**src/rtl/gauss5_pkg.sv**
```systemverilog
// Shared constants and width helpers for the 5x5 Gaussian smoothing stage.
// Weights are the binomial 1-4-6-4-1 row; normalisation divides by 256 with rounding.
package gauss5_pkg;

    localparam int unsigned W_EDGE      = 1;
    localparam int unsigned W_NEAR      = 4;
    localparam int unsigned W_CENTER    = 6;
    localparam int unsigned NORM_SHIFT  = 8;
    localparam int unsigned ROUND_CONST = 128;

    // Horizontal pass sums 16x one pixel at most, so it grows by 4 bits.
    function automatic int h_width(input int dw);
        return dw + 4;
    endfunction

    // Vertical pass adds another factor of 16 on top of the horizontal sums.
    function automatic int s_width(input int dw);
        return dw + 8;
    endfunction

endpackage

```
**src/rtl/gauss_14641.sv**
```systemverilog
// Purpose: combinational binomial weighted sum a + 4b + 6c + 4d + e using shift-adds.
// Latency: 0 cycles (pure combinational).
// Backpressure: none; caller registers the result.
module gauss_14641 #(
    parameter int IW = 8,
    parameter int OW = IW + 4
) (
    input  logic [IW-1:0] a,
    input  logic [IW-1:0] b,
    input  logic [IW-1:0] c,
    input  logic [IW-1:0] d,
    input  logic [IW-1:0] e,
    output logic [OW-1:0] sum
);

    // 6c is formed as 4c + 2c so no multiplier is inferred.
    assign sum = OW'(a) + (OW'(b) << 2) + (OW'(c) << 2) + (OW'(c) << 1)
               + (OW'(d) << 2) + OW'(e);

endmodule

```
**src/rtl/gaussian_5x5_filter.sv**
```systemverilog
// Purpose: 5x5 separable Gaussian smoothing of a window stream with line-wrap masking and frame-done pulse.
// Latency: 3 cycles from Valid_IN to Valid_OUT/Pixel_Out, one window per cycle sustained.
// Backpressure: none; the pipeline advances every cycle, gaps in Valid_IN become bubbles.
module gaussian_5x5_filter
    import gauss5_pkg::*;
#(
    parameter int IMG_Width  = 5,
    parameter int IMG_Height = 5,
    parameter int Datawidth  = 8,
    parameter int FIRST_COL  = 4
) (
    input  logic                 CLK,
    input  logic                 CLR,
    input  logic [Datawidth-1:0] R00, R01, R02, R03, R04,
    input  logic [Datawidth-1:0] R10, R11, R12, R13, R14,
    input  logic [Datawidth-1:0] R20, R21, R22, R23, R24,
    input  logic [Datawidth-1:0] R30, R31, R32, R33, R34,
    input  logic [Datawidth-1:0] R40, R41, R42, R43, R44,
    input  logic                 Valid_IN,
    output logic [Datawidth-1:0] Pixel_Out,
    output logic                 Valid_OUT,
    output logic                 Frame_Done
);

    localparam int HW = h_width(Datawidth);
    localparam int SW = s_width(Datawidth);
    localparam int CW = $clog2(IMG_Width);
    localparam int RW = $clog2(IMG_Height);

    localparam logic [CW-1:0] COL_LAST  = CW'(IMG_Width - 1);
    localparam logic [CW-1:0] COL_FIRST = CW'(FIRST_COL);
    localparam logic [CW-1:0] COL_FULL  = CW'(4);
    localparam logic [RW-1:0] ROW_LAST  = RW'(IMG_Height - 1);
    localparam logic [RW-1:0] ROW_START = RW'(4);

    logic [Datawidth-1:0] tap [5][5];

    assign tap[0][0] = R00; assign tap[0][1] = R01; assign tap[0][2] = R02; assign tap[0][3] = R03; assign tap[0][4] = R04;
    assign tap[1][0] = R10; assign tap[1][1] = R11; assign tap[1][2] = R12; assign tap[1][3] = R13; assign tap[1][4] = R14;
    assign tap[2][0] = R20; assign tap[2][1] = R21; assign tap[2][2] = R22; assign tap[2][3] = R23; assign tap[2][4] = R24;
    assign tap[3][0] = R30; assign tap[3][1] = R31; assign tap[3][2] = R32; assign tap[3][3] = R33; assign tap[3][4] = R34;
    assign tap[4][0] = R40; assign tap[4][1] = R41; assign tap[4][2] = R42; assign tap[4][3] = R43; assign tap[4][4] = R44;

    logic [HW-1:0]        h_d [5];
    logic [HW-1:0]        h_q [5];
    logic [SW-1:0]        s_d, s_q;
    logic [Datawidth-1:0] pix_d, pix_q;
    logic [SW:0]          rnd;
    logic [Datawidth:0]   pix_pre;
    logic [CW-1:0]        col_d, col_q;
    logic [RW-1:0]        row_d, row_q;
    logic                 interior, last;
    logic                 v1_q, l1_q, v2_q, l2_q, v3_q, l3_q;

    for (genvar r = 0; r < 5; r++) begin : g_hpass
        gauss_14641 #(.IW(Datawidth), .OW(HW)) u_h (
            .a(tap[r][0]), .b(tap[r][1]), .c(tap[r][2]), .d(tap[r][3]), .e(tap[r][4]),
            .sum(h_d[r])
        );
    end

    gauss_14641 #(.IW(HW), .OW(SW)) u_v (
        .a(h_q[0]), .b(h_q[1]), .c(h_q[2]), .d(h_q[3]), .e(h_q[4]),
        .sum(s_d)
    );

    // Windows with the newest pixel in columns 0..3 still contain the previous line's tail.
    assign interior = Valid_IN && (col_q >= COL_FULL);
    assign last     = interior && (col_q == COL_LAST) && (row_q == ROW_LAST);

    always_comb begin
        col_d = col_q;
        row_d = row_q;
        if (Valid_IN) begin
            if (col_q == COL_LAST) begin
                col_d = '0;
                row_d = (row_q == ROW_LAST) ? ROW_START : row_q + 1'b1;
            end else begin
                col_d = col_q + 1'b1;
            end
        end
    end

    // Saturation cannot trigger for in-range taps but keeps the output well defined.
    always_comb begin
        rnd     = {1'b0, s_q} + (SW+1)'(ROUND_CONST);
        pix_pre = (Datawidth+1)'(rnd >> NORM_SHIFT);
        pix_d   = pix_q;
        if (v2_q) begin
            pix_d = pix_pre[Datawidth] ? '1 : pix_pre[Datawidth-1:0];
        end
    end

    always_ff @(posedge CLK or posedge CLR) begin
        if (CLR) begin
            for (int r = 0; r < 5; r++) h_q[r] <= '0;
            s_q   <= '0;
            pix_q <= '0;
            col_q <= COL_FIRST;
            row_q <= ROW_START;
            v1_q  <= 1'b0;
            l1_q  <= 1'b0;
            v2_q  <= 1'b0;
            l2_q  <= 1'b0;
            v3_q  <= 1'b0;
            l3_q  <= 1'b0;
        end else begin
            for (int r = 0; r < 5; r++) h_q[r] <= h_d[r];
            s_q   <= s_d;
            pix_q <= pix_d;
            col_q <= col_d;
            row_q <= row_d;
            v1_q  <= interior;
            l1_q  <= last;
            v2_q  <= v1_q;
            l2_q  <= l1_q;
            v3_q  <= v2_q;
            l3_q  <= l2_q;
        end
    end

    assign Pixel_Out  = pix_q;
    assign Valid_OUT  = v3_q;
    assign Frame_Done = l3_q;

endmodule
```
**config.mk**
```make
export PLATFORM = sky130hd
export DESIGN_NAME = gaussian_5x5_filter
export DESIGN_NICKNAME = d
export VERILOG_FILES = /design/src/rtl/gauss5_pkg.sv /design/src/rtl/gauss_14641.sv /design/src/rtl/gaussian_5x5_filter.sv
export SDC_FILE = /design/constraint.sdc
export NUM_CORES = 1
export LEC_CHECK = 0
export BUFFER_PORTS_ARGS = -buffer_cell sky130_fd_sc_hd__buf_2
export CAP_MARGIN = 20
export CORE_UTILIZATION = 50
export CTS_CLUSTER_DIAMETER = 40
export DETAILED_ROUTE_END_ITERATION = 6
export GPL_ROUTABILITY_DRIVEN = 0
export GPL_TIMING_DRIVEN = 0
export PLACE_DENSITY = 0.77
export SETUP_SLACK_MARGIN = 0.3
export SLEW_MARGIN = 20
export SYNTH_ARGS = -nofsm -noshare
export SYNTH_HDL_FRONTEND = slang
export SYNTH_SLANG_ARGS = --single-unit
export TNS_END_PERCENT = 100
```
**constraint.sdc**
```tcl
create_clock -name CLK -period 4.11 [get_ports CLK]
set_input_delay 0.411 -clock CLK [delete_from_list [all_inputs] [get_ports CLK]]
set_output_delay 0.411 -clock CLK [all_outputs]
set_load 0.005 [all_outputs]
```
# ---- Yosys cells after proc, flatten, opt, wreduce, memory -nomap -nowiden
# Cells that the tools add are included.
dict set report word_totals {
  inputBits 203
  regBits 96
  output_inout_bits 10
  word_cells 58
}
dict set report classes {
  n_mux 3
  reduce_logical 4
  n_lt_le_gt_ge 1
  eq_ne 2
  add_sub_neg 33
}
# cell count
set op_table {}
lappend op_table {{12-bit by 10-bit adder with 12-bit output} 10}
lappend op_table {{12-bit by 8-bit adder with 12-bit output} 5}
lappend op_table {{12-bit by 9-bit adder with 12-bit output} 5}
lappend op_table {{8-bit by 10-bit adder with 11-bit output} 5}
lappend op_table {{16-bit by 14-bit adder with 16-bit output} 2}
lappend op_table {{16-bit by 8-bit adder with 17-bit output, second input constant} 1}
lappend op_table {{16-bit by 12-bit adder with 16-bit output} 1}
lappend op_table {{16-bit by 13-bit adder with 16-bit output} 1}
lappend op_table {{12-bit by 14-bit adder with 15-bit output} 1}
lappend op_table {{8-bit 2-to-1 mux} 1}
lappend op_table {{3-bit by 1-bit adder with 3-bit output, second input constant} 2}
lappend op_table {{3-bit == test, second input constant} 2}
lappend op_table {{3-bit 2-to-1 mux} 2}
lappend op_table {{3-bit >= comparator, second input constant} 1}
lappend op_table {{1-bit logical AND} 3}
lappend op_table {{2-bit AND reduction} 1}

# ---- Longest topological paths before layout
dict set report depth {
  ltp_word 5
  depth_mapped 18
  depth_no_buf 18
}

# ---- By module
# A second synthesis with hierarchy kept.
dict set report unflattened {
  hier_cells 1125
  area_unflattened_um2 10827.9
}
# module cells_each seq_area_each_um2 area_per_inst_um2 n_inst
set by_module_without_submodules {}
lappend by_module_without_submodules {{gauss_14641 at g_hpass[0].u_h ...} 147 0.0 1241.2 5}
lappend by_module_without_submodules {gaussian_5x5_filter 164 2229.6 2703.8 1}
lappend by_module_without_submodules {{gauss_14641 at u_v} 226 0.0 1918.1 1}

# ---- Worst setup path before layout
# OpenSTA, ideal clock, no wires.
dict set report synth_path {
  kind {register to register}
  startpoint {register h_q[36] (netlist bit)}
  endpoint {register s_q[14]}
  synth_period_minus_slack_ns 4.496
  required_ns 3.987
  n_path_buf 0
  arrival_time_ns 4.374
  slack_ns -0.386
  setup_time_ns 0.123
  path_stages_with_launch 19
  cell_sequence {dfrtp_1 > ha_1 > inv_1 > fa_1 > nand2b_1 > a21oi_1 > o311a_1 > a21oi_1 > fa_1 > fa_1 > inv_1 > fa_1 > inv_1 > ha_1 > and3_1 > o211ai_1 > or2_1 > and2_1 > o221a_2}
}
dict set report synth_via {
  elab_chain_len 5
}
# item line_no
set synth_rtl {}
lappend synth_rtl {{from (decl)} gaussian_5x5_filter.sv:45} ;# logic [HW-1:0] h_q [5];
lappend synth_rtl {{12-bit by 14-bit adder with 15-bit output} gauss_14641.sv:17} ;# assign sum = OW'(a) + (OW'(b) << 2) + (OW'(c) << 2) + (OW'(c) << 1)
lappend synth_rtl {{16-bit by 14-bit adder with 16-bit output} gauss_14641.sv:17}
lappend synth_rtl {{16-bit by 13-bit adder with 16-bit output} gauss_14641.sv:17}
lappend synth_rtl {{16-bit by 14-bit adder with 16-bit output} gauss_14641.sv:18} ;# + (OW'(d) << 2) + OW'(e);
lappend synth_rtl {{16-bit by 12-bit adder with 16-bit output} gauss_14641.sv:18}
lappend synth_rtl {{named net s_d[14]} gaussian_5x5_filter.sv:46} ;# logic [SW-1:0] s_d, s_q;
lappend synth_rtl {{to (signal assigned)} gaussian_5x5_filter.sv:97} ;# s_q <= '0;
lappend synth_rtl {{to (signal assigned)} gaussian_5x5_filter.sv:109} ;# s_q <= s_d;
lappend synth_rtl {{to (decl)} gaussian_5x5_filter.sv:46}
# The timed path passes the listed nets, and every way through them passes these cells.
# A chain may end at the register's enable or synchronous reset.

# ---- Worst setup path after layout
dict set report layout_path {
  startpoint {register h_q[50] (netlist bit)}
  endpoint {register s_q[13]}
}
# Same word-level chain as after synthesis.

==> results.md <==
- Area of the multi-input gates: 0.00849 sq mm
- Post-Route WL: between 20 and 25 mm
- Core area: 0.0205 sq mm
- Reg-to-reg endpoint: s_q[13]
- Worst setup SP type: flop
- #FFs+latches synth: between 80 and 90
- Die area: ~0.022 sq mm
- Failing checks: negative setup slack
- Critical path required time: 4.34 ns
- Total CTS buffers: 9
- Yosys top cell area share: between 30% and 40%
- # rows: 52
- Commonest register cell after synthesis: dfrtp_1
- Number of fill cells: ~1,500
- Complex-gate fraction of the synthesized area: 10.6%
- Clock root cell: clkbuf_16
- Synth Warn #: 0
- Post-synthesis sequential area ratio: 21.0%
- Horiz. Die Dim: 148 microns
- Ys async rst share: 100%
- H-tree depth: 3
- Unrepaired setup endpoints after global routing: yes
- Synthesized Nets: about 1,500
- Max_slew headroom: 68.7%
- WHS: ~0.085 ns
- Simple-Gate Fraction of Synth Area: 7.79%
- GRT overflow: 0
- Final Worst Setup Slack: -0.397 ns
- Most numerous cell in the Yosys netlist: inv_1
- DR iter-0 viols: 190
- Reg area: 0.00223 sq mm
- Vias: 8,055
- Routed wire length per instance: approximately 14 microns
- Worst-path maximum fanout: 3
- Slew Viols, Final: 0
- Final instance area: 0.0139 sq mm
- Reg-to-reg startpoint: h_q[50]
- Largest net degree at the start of global routing: 55
- Most frequent cells after synthesis: inv_1, fa_1, ha_1, dfrtp_1, nor2_1
- # setup viols final: 7
- CP top delay family: adder cells
- Mapped cell area: roughly 0.011 sq mm
- Final Cycle Share: 110%
- Tot GR Track Use: 21.6%
- XOR/XNOR share of the synthesized area: 6.36%
- Synth-to-layout area growth: 30.8%
- Mean Syn Cell Area: 10.0 sq um
- Vias per inst: 5.04
- Hold Fails Final Rpt: 0
- Clk_lat worst skew: 0.35 ns
- Highest clock rate: 0.222 GHz
- Setup Skew: 0.0110 ns
- CP cell instances: ha_4, inv_2, fa_2, nand2b_4, a21oi_4, o311a_1, a21oi_2, fa_1, fa_1, inv_1, fa_1, inv_2, ha_4, and3_1, o211ai_1, buf_4, o211ai_1, a21oi_1, xnor2_1
- IO Port Bufs: between 200 and 250
- Status: finished, violations left
- Placed Area: 0.0126 sq mm
- Initial core utilization: 51.7%
- Cells on worst reg2reg path: 19
- CP Buf/Inv Count: 4
- CP max-delay cell: fa_1
- Residual DRC count: 0
- Least-Margin Pin Slew: 0.467 ns
- CTS tree: built
- Number of flops mapped to enable cells by yosys: 0
- Height of the chip: 148 microns
- Crit. path cell count: 19
- Crit path DAT: 4.74 ns
- Critical path's largest stage delay: ~0.51 ns
- Synth top area cells: fa_1, dfrtp_1, ha_1
- Clock-pin transition on the worst setup and hold timing paths: 0.07 ns
- Setup WS pre-CTS: -0.444 ns
- Antenna Violating Nets Remaining: 0
- Tmin final: ~4.5 ns
- Final Net Count: 1,808
- Layout cell share with drive strength beyond 1: between 30 and 40%
- Cell variety after synth: 49
- Clk sink count: 89
- Main combinational cell family by area after synthesis: adder cells
- # Max-Cap Violations: 0
- Mapped Cells: 1,057
- Portion of netlist area occupied by mux cells: 0.0944%
- Synth Area in Adders: approximately 45%
- Worst setup path start: h_q[50]
- WS Path Type: flop to flop
- Initial antenna violation count: 3
- DP HPWL: 18.5 mm
- Final setup TNS: -1.72 ns
- Vias in the first global route: 8,531
- Drt first pass iters: 4
- # IOs: 213
- First-pass GRT wire length: 37.4 mm
- Worst hold path type: primary input to asynchronous set/reset pin
- Dominant cell type by area after synthesis: fa_1
- Crit path top cell by count: fa_1
- R2R setup slack: -0.40 ns
- Crit path capture type: flop
- Clock buffer depth: 2
[layout make-up]
| cell class | instances | area share, % |
|---|---|---|
| Timing Repair Buffer | 252 | 11.0 |
| Sequential cell | 89 | 16.1 |
| Clock buffer | 11 | 1.82 |
| Antenna cell | 2 | 0.0361 |
| Clock inverter | 5 | 0.442 |
| Multi-Input combinational cell | 710 | 61.2 |
| Inverter | 257 | 6.97 |
| Buffer | 1 | 0.0271 |
| Tap cell | 270 | 2.44 |
[flip-flops by register name, indices dropped and copies added (netlist names)]
name	cells
v1_q	1
s_q	9
Pixel_Out	8
h_q	60
l1_q	1
v2_q	1
Valid_OUT	1
col_q	3
row_q	3
Frame_Done	1
l2_q	1
[how the worst max path moves through the flow]
stage / to / slack (ns)
detailed placement: s_q[15] / -0.44
CTS: s_q[14] / -0.29
global placement: s_q[14] / -0.43
global route: s_q[13] / -0.55
floorplan: s_q[14] / -0.17
finish: s_q[13] / -0.40
[through the flow]
stage | instances | utilization, %
after global routing | 1597 | 67.7
after floorplan | 1057 | -
after CTS | 1589 | 66.3
after detailed placement | 1540 | 61.4
final | 1597 | 67.7
after global placement | 1539 | 61.3
[logic make-up (layout without fill, tap and decap cells)]
| group | count (synthesis) | in the layout |
|---|---|---|
| other | 0 | 2 |
| flip-flops | 89 | 89 |
| buffers and inverters | 258 | 526 |
| AND/OR/NAND/NOR | 179 | 179 |
| AO/OA/AOI/OAI | 168 | 168 |
| adder cells (fa/ha/maj) | 285 | 285 |
| XOR/XNOR | 77 | 77 |
| multiplexers | 1 | 1 |
[worst register-to-register path, stage by stage (launching register included)]
cell      delay (ns)
dfrtp_1         0.37
ha_4            0.17
inv_2           0.04
fa_2            0.34
nand2b_4        0.16
a21oi_4         0.14
o311a_1         0.24
a21oi_2         0.07
fa_1            0.48
fa_1            0.51
inv_1           0.06
fa_1            0.49
inv_2           0.05
ha_4            0.27
and3_1          0.16
o211ai_1        0.11
buf_4           0.18
o211ai_1        0.28
a21oi_1         0.15
xnor2_1         0.15
[routing by layer]
metal	routed length, microns	vias to the layer above	track usage [%]
met5	13	-	0
met4	735	2	6.80
met3	841	61	3.64
met2	12000	211	40.6
met1	8940	3886	24.7
li1	-	3895	-
[repair_timing]
action                                  4_1_cts  5_1_grt
hold buffers                                  0        0
cloned                                        0        0
gates resized for setup                      93       50
pin swaps                                   149       61
setup buffers                                33        6
endpoints found under the setup margin       23       29
[cells in the final DEF, fill, tap and decap left out, types with 6 or more instances in the layout]
cell | Yosys | layout
xor2_1 | 15 | 14
fa_1 | 160 | 149
fa_2 | 0 | 11
nand3_2 | 0 | 10
and3_1 | 6 | 6
a21oi_2 | 0 | 16
a21oi_1 | 49 | 32
dfrtp_1 | 87 | 87
inv_1 | 257 | 226
ha_4 | 0 | 49
ha_1 | 125 | 72
nor3_1 | 9 | 9
nand2_1 | 35 | 34
nand3_1 | 23 | 13
o211ai_1 | 12 | 12
o21bai_1 | 10 | 8
buf_2 | 0 | 193
o21ai_1 | 0 | 6
buf_4 | 0 | 37
clkbuf_16 | 0 | 9
a21o_1 | 12 | 12
inv_2 | 0 | 30
o21ai_0 | 33 | 22
xnor2_1 | 62 | 56
buf_6 | 0 | 17
o21a_1 | 7 | 7
nor2_1 | 73 | 65
Power is not shown: default switching activity piles up to over one toggle a cycle in this logic, so the estimate is an artifact.
